## src/rtl/control_captura_pkg.sv

```systemverilog
// Shared definitions for the keypad operand-capture controller.
package control_captura_pkg;

    // Non-digit key codes; digits map to their own value 0..9.
    localparam logic [3:0] KEY_A    = 4'd10;
    localparam logic [3:0] KEY_B    = 4'd11;
    localparam logic [3:0] KEY_C    = 4'd12;
    localparam logic [3:0] KEY_D    = 4'd13;
    localparam logic [3:0] KEY_STAR = 4'd14;
    localparam logic [3:0] KEY_HASH = 4'd15;

    // ESPERA waits for the reader to drop pressed_valid, then returns to a saved state.
    typedef enum logic [1:0] {
        CAP_A  = 2'd0,
        CAP_B  = 2'd1,
        ESPERA = 2'd2,
        LISTO  = 2'd3
    } estado_t;

    // Position of the set bit in a 4-bit one-hot vector (0 if none set).
    function automatic logic [1:0] onehot_idx(input logic [3:0] v);
        logic [1:0] idx;
        idx = 2'd0;
        for (int i = 0; i < 4; i++)
            if (v[i]) idx = 2'(i);
        return idx;
    endfunction

endpackage

```

## src/rtl/control_captura_decodificador.sv

```systemverilog
// Combinational keypad decoder: one-hot row/col to 4-bit key code.
module decodificador_tecla
    import control_captura_pkg::*;
#(
    parameter int WIDTH = 4
) (
    input  logic [WIDTH-1:0] row,
    input  logic [WIDTH-1:0] col,
    output logic [3:0]       code,
    output logic             valid
);

    logic [1:0] r;
    logic [1:0] c;

    // Map row/column to the key code; a key is valid only with exactly one row and one column.
    always_comb begin
        r     = onehot_idx(row[3:0]);
        c     = onehot_idx(col[3:0]);
        valid = $onehot(row) && $onehot(col);
        code  = 4'd0;
        if (c == 2'd3) begin
            code = KEY_A + {2'b00, r};
        end else if (r == 2'd3) begin
            case (c)
                2'd0:    code = KEY_STAR;
                2'd1:    code = 4'd0;
                default: code = KEY_HASH;
            endcase
        end else begin
            code = ({2'b00, r} * 4'd3) + {2'b00, c} + 4'd1;
        end
    end

endmodule

```

## src/rtl/control_captura.sv

```systemverilog
// Keypad entry controller: acknowledges reader keys and assembles two BCD operands.
module control_captura
    import control_captura_pkg::*;
#(
    parameter  int WIDTH  = 4,
    parameter  int DIGITS = 3,
    localparam int OW     = 4 * DIGITS,
    localparam int CW     = $clog2(DIGITS + 1)
) (
    input  logic             clk,
    input  logic             rst,
    input  logic             pressed_valid,
    input  logic [WIDTH-1:0] pressed_col,
    input  logic [WIDTH-1:0] pressed_row,
    output logic             ack_read,
    output logic [OW-1:0]    operand_a,
    output logic [OW-1:0]    operand_b,
    output logic             operands_valid,
    input  logic             operands_ack,
    output logic             entering_b,
    output logic [CW-1:0]    digit_count,
    output logic [3:0]       last_key
);

    estado_t       estado, estado_n, ret, ret_n;
    logic          ack_n, valid_n, entb_n;
    logic [OW-1:0] opa_n, opb_n, cur;
    logic [CW-1:0] cnt_n;
    logic [3:0]    last_n;
    logic [3:0]    key_code;
    logic          key_ok;

    decodificador_tecla #(.WIDTH(WIDTH)) u_dec (
        .row   (pressed_row),
        .col   (pressed_col),
        .code  (key_code),
        .valid (key_ok)
    );

    // State and all outputs are registered; reset returns everything to idle capture of A.
    always_ff @(posedge clk) begin
        if (rst) begin
            estado         <= CAP_A;
            ret            <= CAP_A;
            ack_read       <= 1'b0;
            operand_a      <= '0;
            operand_b      <= '0;
            operands_valid <= 1'b0;
            entering_b     <= 1'b0;
            digit_count    <= '0;
            last_key       <= 4'd0;
        end else begin
            estado         <= estado_n;
            ret            <= ret_n;
            ack_read       <= ack_n;
            operand_a      <= opa_n;
            operand_b      <= opb_n;
            operands_valid <= valid_n;
            entering_b     <= entb_n;
            digit_count    <= cnt_n;
            last_key       <= last_n;
        end
    end

    // Next-state logic: key handling in capture states, release wait, and hand-off in LISTO.
    always_comb begin
        estado_n = estado;
        ret_n    = ret;
        ack_n    = 1'b0;
        opa_n    = operand_a;
        opb_n    = operand_b;
        valid_n  = operands_valid;
        entb_n   = entering_b;
        cnt_n    = digit_count;
        last_n   = last_key;
        cur      = (estado == CAP_B) ? operand_b : operand_a;

        unique case (estado)
            CAP_A, CAP_B: begin
                if (pressed_valid) begin
                    ack_n    = 1'b1;
                    estado_n = ESPERA;
                    ret_n    = estado;
                    if (key_ok) begin
                        last_n = key_code;
                        if (key_code <= 4'd9) begin
                            // A full operand silently drops further digits.
                            if (digit_count < CW'(DIGITS)) begin
                                cur   = {cur[OW-5:0], key_code};
                                cnt_n = digit_count + CW'(1);
                            end
                        end else if (key_code == KEY_STAR) begin
                            cur   = '0;
                            cnt_n = '0;
                        end else if (key_code == KEY_HASH) begin
                            if (estado == CAP_A) begin
                                entb_n = 1'b1;
                                cnt_n  = '0;
                                ret_n  = CAP_B;
                            end else begin
                                valid_n = 1'b1;
                                ret_n   = LISTO;
                            end
                        end
                    end
                    if (estado == CAP_B) opb_n = cur;
                    else                 opa_n = cur;
                end
            end
            ESPERA: begin
                if (!pressed_valid) estado_n = ret;
            end
            LISTO: begin
                // The downstream ack has priority; a simultaneous key stays pending for CAP_A.
                if (operands_ack) begin
                    opa_n    = '0;
                    opb_n    = '0;
                    cnt_n    = '0;
                    entb_n   = 1'b0;
                    valid_n  = 1'b0;
                    estado_n = CAP_A;
                end else if (pressed_valid) begin
                    ack_n    = 1'b1;
                    estado_n = ESPERA;
                    ret_n    = LISTO;
                    if (key_ok && key_code == KEY_STAR) begin
                        // Abort: drop both operands and restart entry once the key is released.
                        opa_n   = '0;
                        opb_n   = '0;
                        cnt_n   = '0;
                        entb_n  = 1'b0;
                        valid_n = 1'b0;
                        last_n  = KEY_STAR;
                        ret_n   = CAP_A;
                    end
                end
            end
            default: estado_n = CAP_A;
        endcase
    end

endmodule

```

## config.mk

```make
export PLATFORM = sky130hd
export DESIGN_NAME = control_captura
export DESIGN_NICKNAME = d
export VERILOG_FILES = /design/src/rtl/control_captura_pkg.sv /design/src/rtl/control_captura_decodificador.sv /design/src/rtl/control_captura.sv
export SDC_FILE = /design/constraint.sdc
export NUM_CORES = 1
export LEC_CHECK = 0
export BUFFER_PORTS_ARGS = -buffer_cell sky130_fd_sc_hd__buf_2
export CAP_MARGIN = 40
export CORE_MARGIN = 4
export CORE_UTILIZATION = 55
export DETAILED_ROUTE_END_ITERATION = 6
export GPL_TIMING_DRIVEN = 0
export PLACE_DENSITY_LB_ADDON = 0.12
export SYNTH_ARGS = -nofsm -noshare
export SYNTH_HDL_FRONTEND = slang
export SYNTH_SLANG_ARGS = --single-unit
```

## constraint.sdc

```tcl
create_clock -name clk -period 4.8 [get_ports clk]
set_clock_uncertainty 0.15 [all_clocks]
set_input_delay 0.96 -clock clk [delete_from_list [all_inputs] [get_ports clk]]
set_output_delay 0.96 -clock clk [all_outputs]
set_load 0.01 [all_outputs]
```

==> results of run 1 <==
-- cells in the mapped netlist (2+ instances only) --
| cell type | count | area [um2] |
|---|---|---|
| a211oi_2 | 14 | 175.2 |
| a21o_1 | 4 | 30.03 |
| a21oi_1 | 22 | 110.1 |
| a2bb2oi_1 | 2 | 17.52 |
| a311oi_1 | 3 | 26.28 |
| a31oi_1 | 2 | 12.51 |
| a31oi_2 | 8 | 100.1 |
| a32oi_2 | 2 | 32.53 |
| buf_1 | 2 | 7.510 |
| buf_2 | 2 | 10.01 |
| buf_4 | 2 | 15.01 |
| buf_6 | 2 | 22.52 |
| clkbuf_1 | 11 | 41.29 |
| dfxtp_1 | 37 | 740.7 |
| fa_1 | 4 | 80.08 |
| ha_1 | 18 | 225.2 |
| inv_1 | 17 | 63.81 |
| mux2_2 | 2 | 22.52 |
| mux2i_1 | 20 | 200.2 |
| nand2_1 | 15 | 56.30 |
| nand2b_1 | 5 | 31.28 |
| nand3b_1 | 4 | 30.03 |
| nor2_1 | 28 | 105.1 |
| nor2_2 | 8 | 50.05 |
| nor2b_1 | 5 | 31.28 |
| nor3_1 | 5 | 25.02 |
| nor3_2 | 7 | 70.07 |
| nor4_1 | 2 | 12.51 |
| o211ai_1 | 5 | 37.54 |
| o21ai_0 | 23 | 115.1 |
| or2_2 | 2 | 12.51 |
| or4_1 | 3 | 22.52 |
-- registers in the layout, summed over array words and instances, names as in the netlist --
| name | count |
|---|---|
| operand_b | 12 |
| digit_count | 2 |
| last_key | 4 |
| entering_b | 1 |
| ret | 2 |
| operands_valid | 1 |
| operand_a | 12 |
| ack_read | 1 |
| estado | 2 |
-- worst max path at each step --
stage	end	cells after the start	startpoint	slack, ns
after CTS	operand_b[1]$_SDFFE_PP0P_	10	pressed_col[3]	0.36
after global placement	operand_b[7]$_SDFFE_PP0P_	10	pressed_col[3]	0.12
after global routing	operand_b[6]$_SDFFE_PP0P_	10	pressed_col[3]	0.12
after floorplan	operand_a[0]$_SDFFE_PP0P_	10	pressed_col[3]	0.72
after detailed placement	operand_b[10]$_SDFFE_PP0P_	10	pressed_col[3]	0.07
final	operand_b[1]$_SDFFE_PP0P_	10	pressed_col[3]	0.32
-- worst reg2reg max path, stage by stage (launching register included) --
cell      delay, ns
dfxtp_1        0.48
inv_1          0.12
ha_1           0.19
clkbuf_1       0.20
or2_2          0.31
clkbuf_1       0.17
a21oi_1        0.27
a21o_1         0.24
nand2_1        0.08
o311a_1        0.34
-- through the flow --
step            power, W  instance area, um2  setup WS [ns]  util [%]
6_report       0.0009457                3196         0.3240     66.34
5_1_grt        0.0009973                3196         0.1168     66.34
4_1_cts        0.0009460                3196         0.3583     66.34
3_5_place_dp   0.0006677                3083        0.06961     64.00
3_3_place_gp   0.0006601                3083         0.1220     64.00
2_1_floorplan  0.0005860                2779         0.7246         -
-- logic make-up (layout without fill, tap and decap cells) --
kind of cell | after synthesis | after routing | share of synthesized area [%]
AOI/OAI and AO/OA | 100 | 100 | 29.76
xor gates and xnor gates | 1 | 1 | 0.5855
adders and majority gates | 22 | 22 | 10.99
buffers and inverters | 36 | 88 | 5.763
DFF | 37 | 37 | 26.65
muxes | 22 | 22 | 8.014
and+or+nand+nor | 91 | 91 | 18.24
-- where the power goes --
group | internal [W] | total, W | switching [W]
combinational | 0.000127 | 0.000315 | 0.000188
clock | 0.000156 | 0.000281 | 0.000125
sequential | 0.000331 | 0.000350 | 0.0000192
-- layout make-up --
cell class	instances	area (um2)
multi-input cells	236	1878
fillers	417	1622
flip-flops and latches	37	740.7
repair buffers	44	220.2
plain buffers	19	96.34
well taps	67	83.83
clock buffers	5	68.82
inverters	17	63.81
clock inverters	3	43.79
-- metal layers --
metal  GRT usage, %  up-vias
met5              0        -
met4          6.357        0
met3          4.422       11
met2          37.71       79
met1          35.70     1228
li1               -     1225
==> flow_metrics.tcl, run 1 <==
set metrics [dict create \
    outcome "complete, no violations" \
    fp.dieW_um 79.08 \
    core-area_mm2 0.004817 \
    hpwlAfterDp_mm 5.419 \
    dieArea_mm2 0.006254 \
    slew_headroom_pct 50.60 \
    grt_pass1_vias 2457 \
    synth-edff-count 0 \
    via_per_inst 5.942 \
    postCtsHoldBufs 0 \
    post_cts_buffers 0 \
    setup_viol 0 \
    final_layout_size_suffix_gt1_share_pct 29.92 \
    crit_required_ns 4.81 \
    path_buf_inv 3 \
    cp_max_fo 10 \
    gp_congestion 0.9060 \
    clockRootBuffer "clkbuf_8" \
    cts_inserted_buffers 5 \
    initial_core_util_pct 57.69 \
    crit_arrival_ns 4.49 \
    powerDensity_mw_per_mm2 295.9 \
    synth.yosys.seq_area_share_pct 26.65 \
    max_stage_delay_ns 0.59 \
    critical_path.top_delay_family "adder cells" \
    fin_setup_tns_ns 0 \
    synthToLayoutAreaGrowth_pct 14.99 \
    vias 2543 \
    cp_cell_sequence "buf_2 -> inv_1 -> ha_1 -> fa_1 -> fa_1 -> o41ai_2 -> a31oi_1 -> a211oi_2 -> clkbuf_1 -> a21oi_1" \
    r2r.worst_path.cells 9 \
    track_usage_pct 24.66 \
    worstReg2RegEnd "last_key[2]$_SDFFE_PP0P_" \
    grt_pass1_wl_mm 12.18 \
    overflow 0 \
    min_path_type "reg -> reg" \
    die_h_um 79.08 \
    wl_per_cell_um 17.05 \
    drtIter0Drc 157 \
    vdd_drop_max_v 0.0002582 \
    wl_met1_mm 3.512 \
    ys_ff_latch 37 \
    grt_max_degree 14 \
    drt_pre_antenna_iters 5 \
    crit_slowest_cell "fa_1" \
    rows 25 \
    synthesis.area_mm2 0.002779 \
    met3_length_um 409 \
    grt_setup_unrepaired "no" \
    finalHoldViolCount 0 \
    drv_cap 0 \
    cts_htree_levels 2 \
    clk_pin_slew_ns 0.08 \
    wl_met2_mm 3.262 \
    place_inst 420 \
    final_common_cell "buf_2" \
    worstHoldStart "operands_valid$_SDFFE_PP0P_" \
    drc_errors 0 \
    worst_pin_slew_ns 0.7410 \
    syn_nets 343 \
    cp-end-kind "register" \
    async_flop_share_pct 0 \
    antenna_cells 0 \
    clk_latency_ns 0.30 \
    antenna_found_initial 0 \
    whs_endpoint "operands_valid$_SDFFE_PP0P_" \
    numClockSinks 37 \
    nets 394 \
    num_io_pins 45 \
    synth_ff_type "dfxtp_1" \
    p_leak_nw 1.336 \
    final_max_slew_viol_count 0 \
    top_layer_used "met4" \
    whs_ns 0.3193 \
    cts_tree "built" \
    cts_buffer_depth 2 \
    reg2reg_from "estado[1]$_SDFFE_PP0P_" \
    cp_common_cell "fa_1" \
    reg2reg_setup_slack_ns 2.16 \
    avgSynthCellArea_um2 8.993 \
    crit_path_start_kind "primary input" \
    min_path_cells 2 \
    min_period_ns 4.476 \
    detail-route-antenna-nets 0 \
    crit_type "in -> reg" \
    stdcell_count 428 \
    totalWireLength_mm 7.296 \
    cts.repair.resized 0 \
    synth_cells 309 \
    fin_crit_sh_pct 93.25 \
    synth_cell_types 55 \
    numPortBuffers 44 \
    yosys_warnings 0 \
    final_cell_mix "buf_2, dfxtp_1, nor2_1, o21ai_0, a21oi_1" \
    clock.fmax_mhz 223.4 \
]
Power figures use the tool's default switching activity.
==> run 2, diff against run 1 <==
--- a/config.mk
+++ b/config.mk
@@ -5,13 +5,14 @@
 export SDC_FILE = /design/constraint.sdc
 export NUM_CORES = 1
 export LEC_CHECK = 0
+export ABC_CLOCK_PERIOD_IN_PS = 4800
 export BUFFER_PORTS_ARGS = -buffer_cell sky130_fd_sc_hd__buf_2
 export CAP_MARGIN = 40
 export CORE_MARGIN = 4
-export CORE_UTILIZATION = 55
+export CORE_UTILIZATION = 57
 export DETAILED_ROUTE_END_ITERATION = 6
 export GPL_TIMING_DRIVEN = 0
-export PLACE_DENSITY_LB_ADDON = 0.12
+export PLACE_DENSITY_LB_ADDON = 0.1
 export SYNTH_ARGS = -nofsm -noshare
 export SYNTH_HDL_FRONTEND = slang
 export SYNTH_SLANG_ARGS = --single-unit
==> flow_metrics.tcl, run 2 (synthesis gave the netlist of run 1 again) <==
set metrics [dict create \
    outcome "complete, no violations" \
    antenna_cells 0 \
    worstReg2RegEnd "last_key[2]$_SDFFE_PP0P_" \
    clock.fmax_mhz 225.1 \
    min_period_ns 4.443 \
    place_ws_ns 0.1261 \
    cp_cell_sequence "buf_2 -> inv_1 -> ha_1 -> fa_1 -> fa_1 -> o41ai_2 -> a31oi_1 -> a211oi_2 -> clkbuf_1 -> a21oi_1" \
    synthToLayoutAreaGrowth_pct 13.91 \
    cp-end-kind "register" \
    grt_max_degree 12 \
    cp_common_cell "fa_1" \
    cts_buffer_depth 2 \
    clk_latency_ns 0.30 \
    vias 2482 \
    fin_crit_sh_pct 92.55 \
    p_leak_nw 1.322 \
    core-area_mm2 0.004723 \
    whs_ns 0.3094 \
    rows 25 \
    numPortBuffers 44 \
    cts.repair.resized 0 \
    r2r.worst_path.cells 9 \
    antenna_found_initial 0 \
    min_path_type "reg -> reg" \
    fill_cells 400 \
    overflow 0 \
    track_usage_pct 23.32 \
    dieArea_mm2 0.006057 \
    worstHoldStart "operands_valid$_SDFFE_PP0P_" \
    setup_ws_ns 0.3574 \
    worst_pin_slew_ns 0.6750 \
    multi_input_area_mm2 0.001878 \
    crit_slowest_cell "fa_1" \
    layout.area.seq_um2 740.7 \
    postCtsHoldBufs 0 \
    grt_pass1_wl_mm 11.37 \
    powerDensity_mw_per_mm2 277.4 \
    reg.largest.list "operand_a x12, operand_b x12, last_key x4" \
    nets 394 \
    clockRootBuffer "clkbuf_8" \
    wl_per_cell_um 16.04 \
    final_common_cell "buf_2" \
    crit_arrival_ns 4.45 \
    drv_cap 0 \
    final_cell_mix "buf_2, dfxtp_1, nor2_1, o21ai_0, a21oi_1" \
    crit_path_start_kind "primary input" \
    final_cell_area_mm2 0.003166 \
    cts_htree_levels 2 \
    final_max_slew_viol_count 0 \
    drc_errors 0 \
    numClockSinks 37 \
    grt_setup_unrepaired "no" \
    crit_type "in -> reg" \
    slew_headroom_pct 53.71 \
    min_path_cells 2 \
    place_area_mm2 0.003083 \
    detail-route-antenna-nets 0 \
    num_io_pins 45 \
    hpwlAfterDp_mm 5.040 \
    stdcell_count 428 \
    totalWireLength_mm 6.865 \
    grt_pass1_vias 2334 \
    gp_congestion 0.8557 \
    fin_setup_tns_ns 0 \
    cts_tree "built" \
    final_layout_size_suffix_gt1_share_pct 29.64 \
    drt_pre_antenna_iters 5 \
    crit_required_ns 4.81 \
    post_cts_buffers 0 \
    setup_viol 0 \
    die_h_um 77.83 \
    cp_max_fo 10 \
    reg2reg_setup_slack_ns 2.18 \
    drtIter0Drc 148 \
    reg2reg_from "estado[1]$_SDFFE_PP0P_" \
    clk_pin_slew_ns 0.08 \
    vdd_drop_max_v 0.0002202 \
    cts_inserted_buffers 5 \
    whs_endpoint "operands_valid$_SDFFE_PP0P_" \
    via_per_inst 5.799 \
    finalHoldViolCount 0 \
    place_inst 420 \
    max_stage_delay_ns 0.60 \
    initial_core_util_pct 58.83 \
    fp.dieW_um 77.83 \
]
-- run 2: per-layer routing --
metal / GRT usage, % / wire, um
met2: 35.19 / 3059
met1: 34.19 / 3383
met5: 0 / 0
met3: 4.176 / 341
met4: 5.516 / 80
-- run 2: where the power goes --
part,internal [W],switching (W),total [W]
Clock,0.000101,0.000117,0.000218
Sequential,0.000331,0.0000194,0.000350
Combinational,0.000127,0.000184,0.000310
Total,0.000558,0.000320,0.000878
-- run 2: worst max-delay path, delay by kind of cell --
family | cells | cell delay [ns]
AO/OA/AOI/OAI | 4 | 1.31
buffers and inverters | 3 | 0.78
adder cells (fa/ha/maj) | 3 | 1.39
-- run 2: stage by stage --
stage	power (W)	util, %
3_5_place_dp	0.0006632	65.27
2_1_floorplan	0.0005860	-
5_1_grt	0.0009236	67.02
6_report	0.0008782	67.02
3_3_place_gp	0.0006582	65.27
4_1_cts	0.0008771	67.02
-- run 2: final cells by class --
| class | count | area share [%] |
|---|---|---|
| flip-flops and latches | 37 | 23.40 |
| multi-input cells | 236 | 59.33 |
| inverters | 17 | 2.016 |
| plain buffers | 19 | 3.043 |
| clock inverters | 2 | 0.3162 |
| repair buffers | 44 | 6.957 |
| well taps | 67 | 2.648 |
| clock buffers | 6 | 2.292 |
-- run 2: worst max-delay path by stage --
stage / start / end / slack [ns] / cells past startpoint
6_report: pressed_col[3] / operand_b[2]$_SDFFE_PP0P_ / 0.36 / 10
3_3_place_gp: pressed_col[3] / operand_b[6]$_SDFFE_PP0P_ / 0.15 / 10
4_1_cts: pressed_col[3] / operand_a[3]$_SDFFE_PP0P_ / 0.43 / 11
2_1_floorplan: pressed_col[3] / operand_a[0]$_SDFFE_PP0P_ / 0.72 / 10
3_5_place_dp: pressed_col[3] / operand_b[2]$_SDFFE_PP0P_ / 0.13 / 10
5_1_grt: pressed_col[3] / operand_b[10]$_SDFFE_PP0P_ / 0.13 / 10
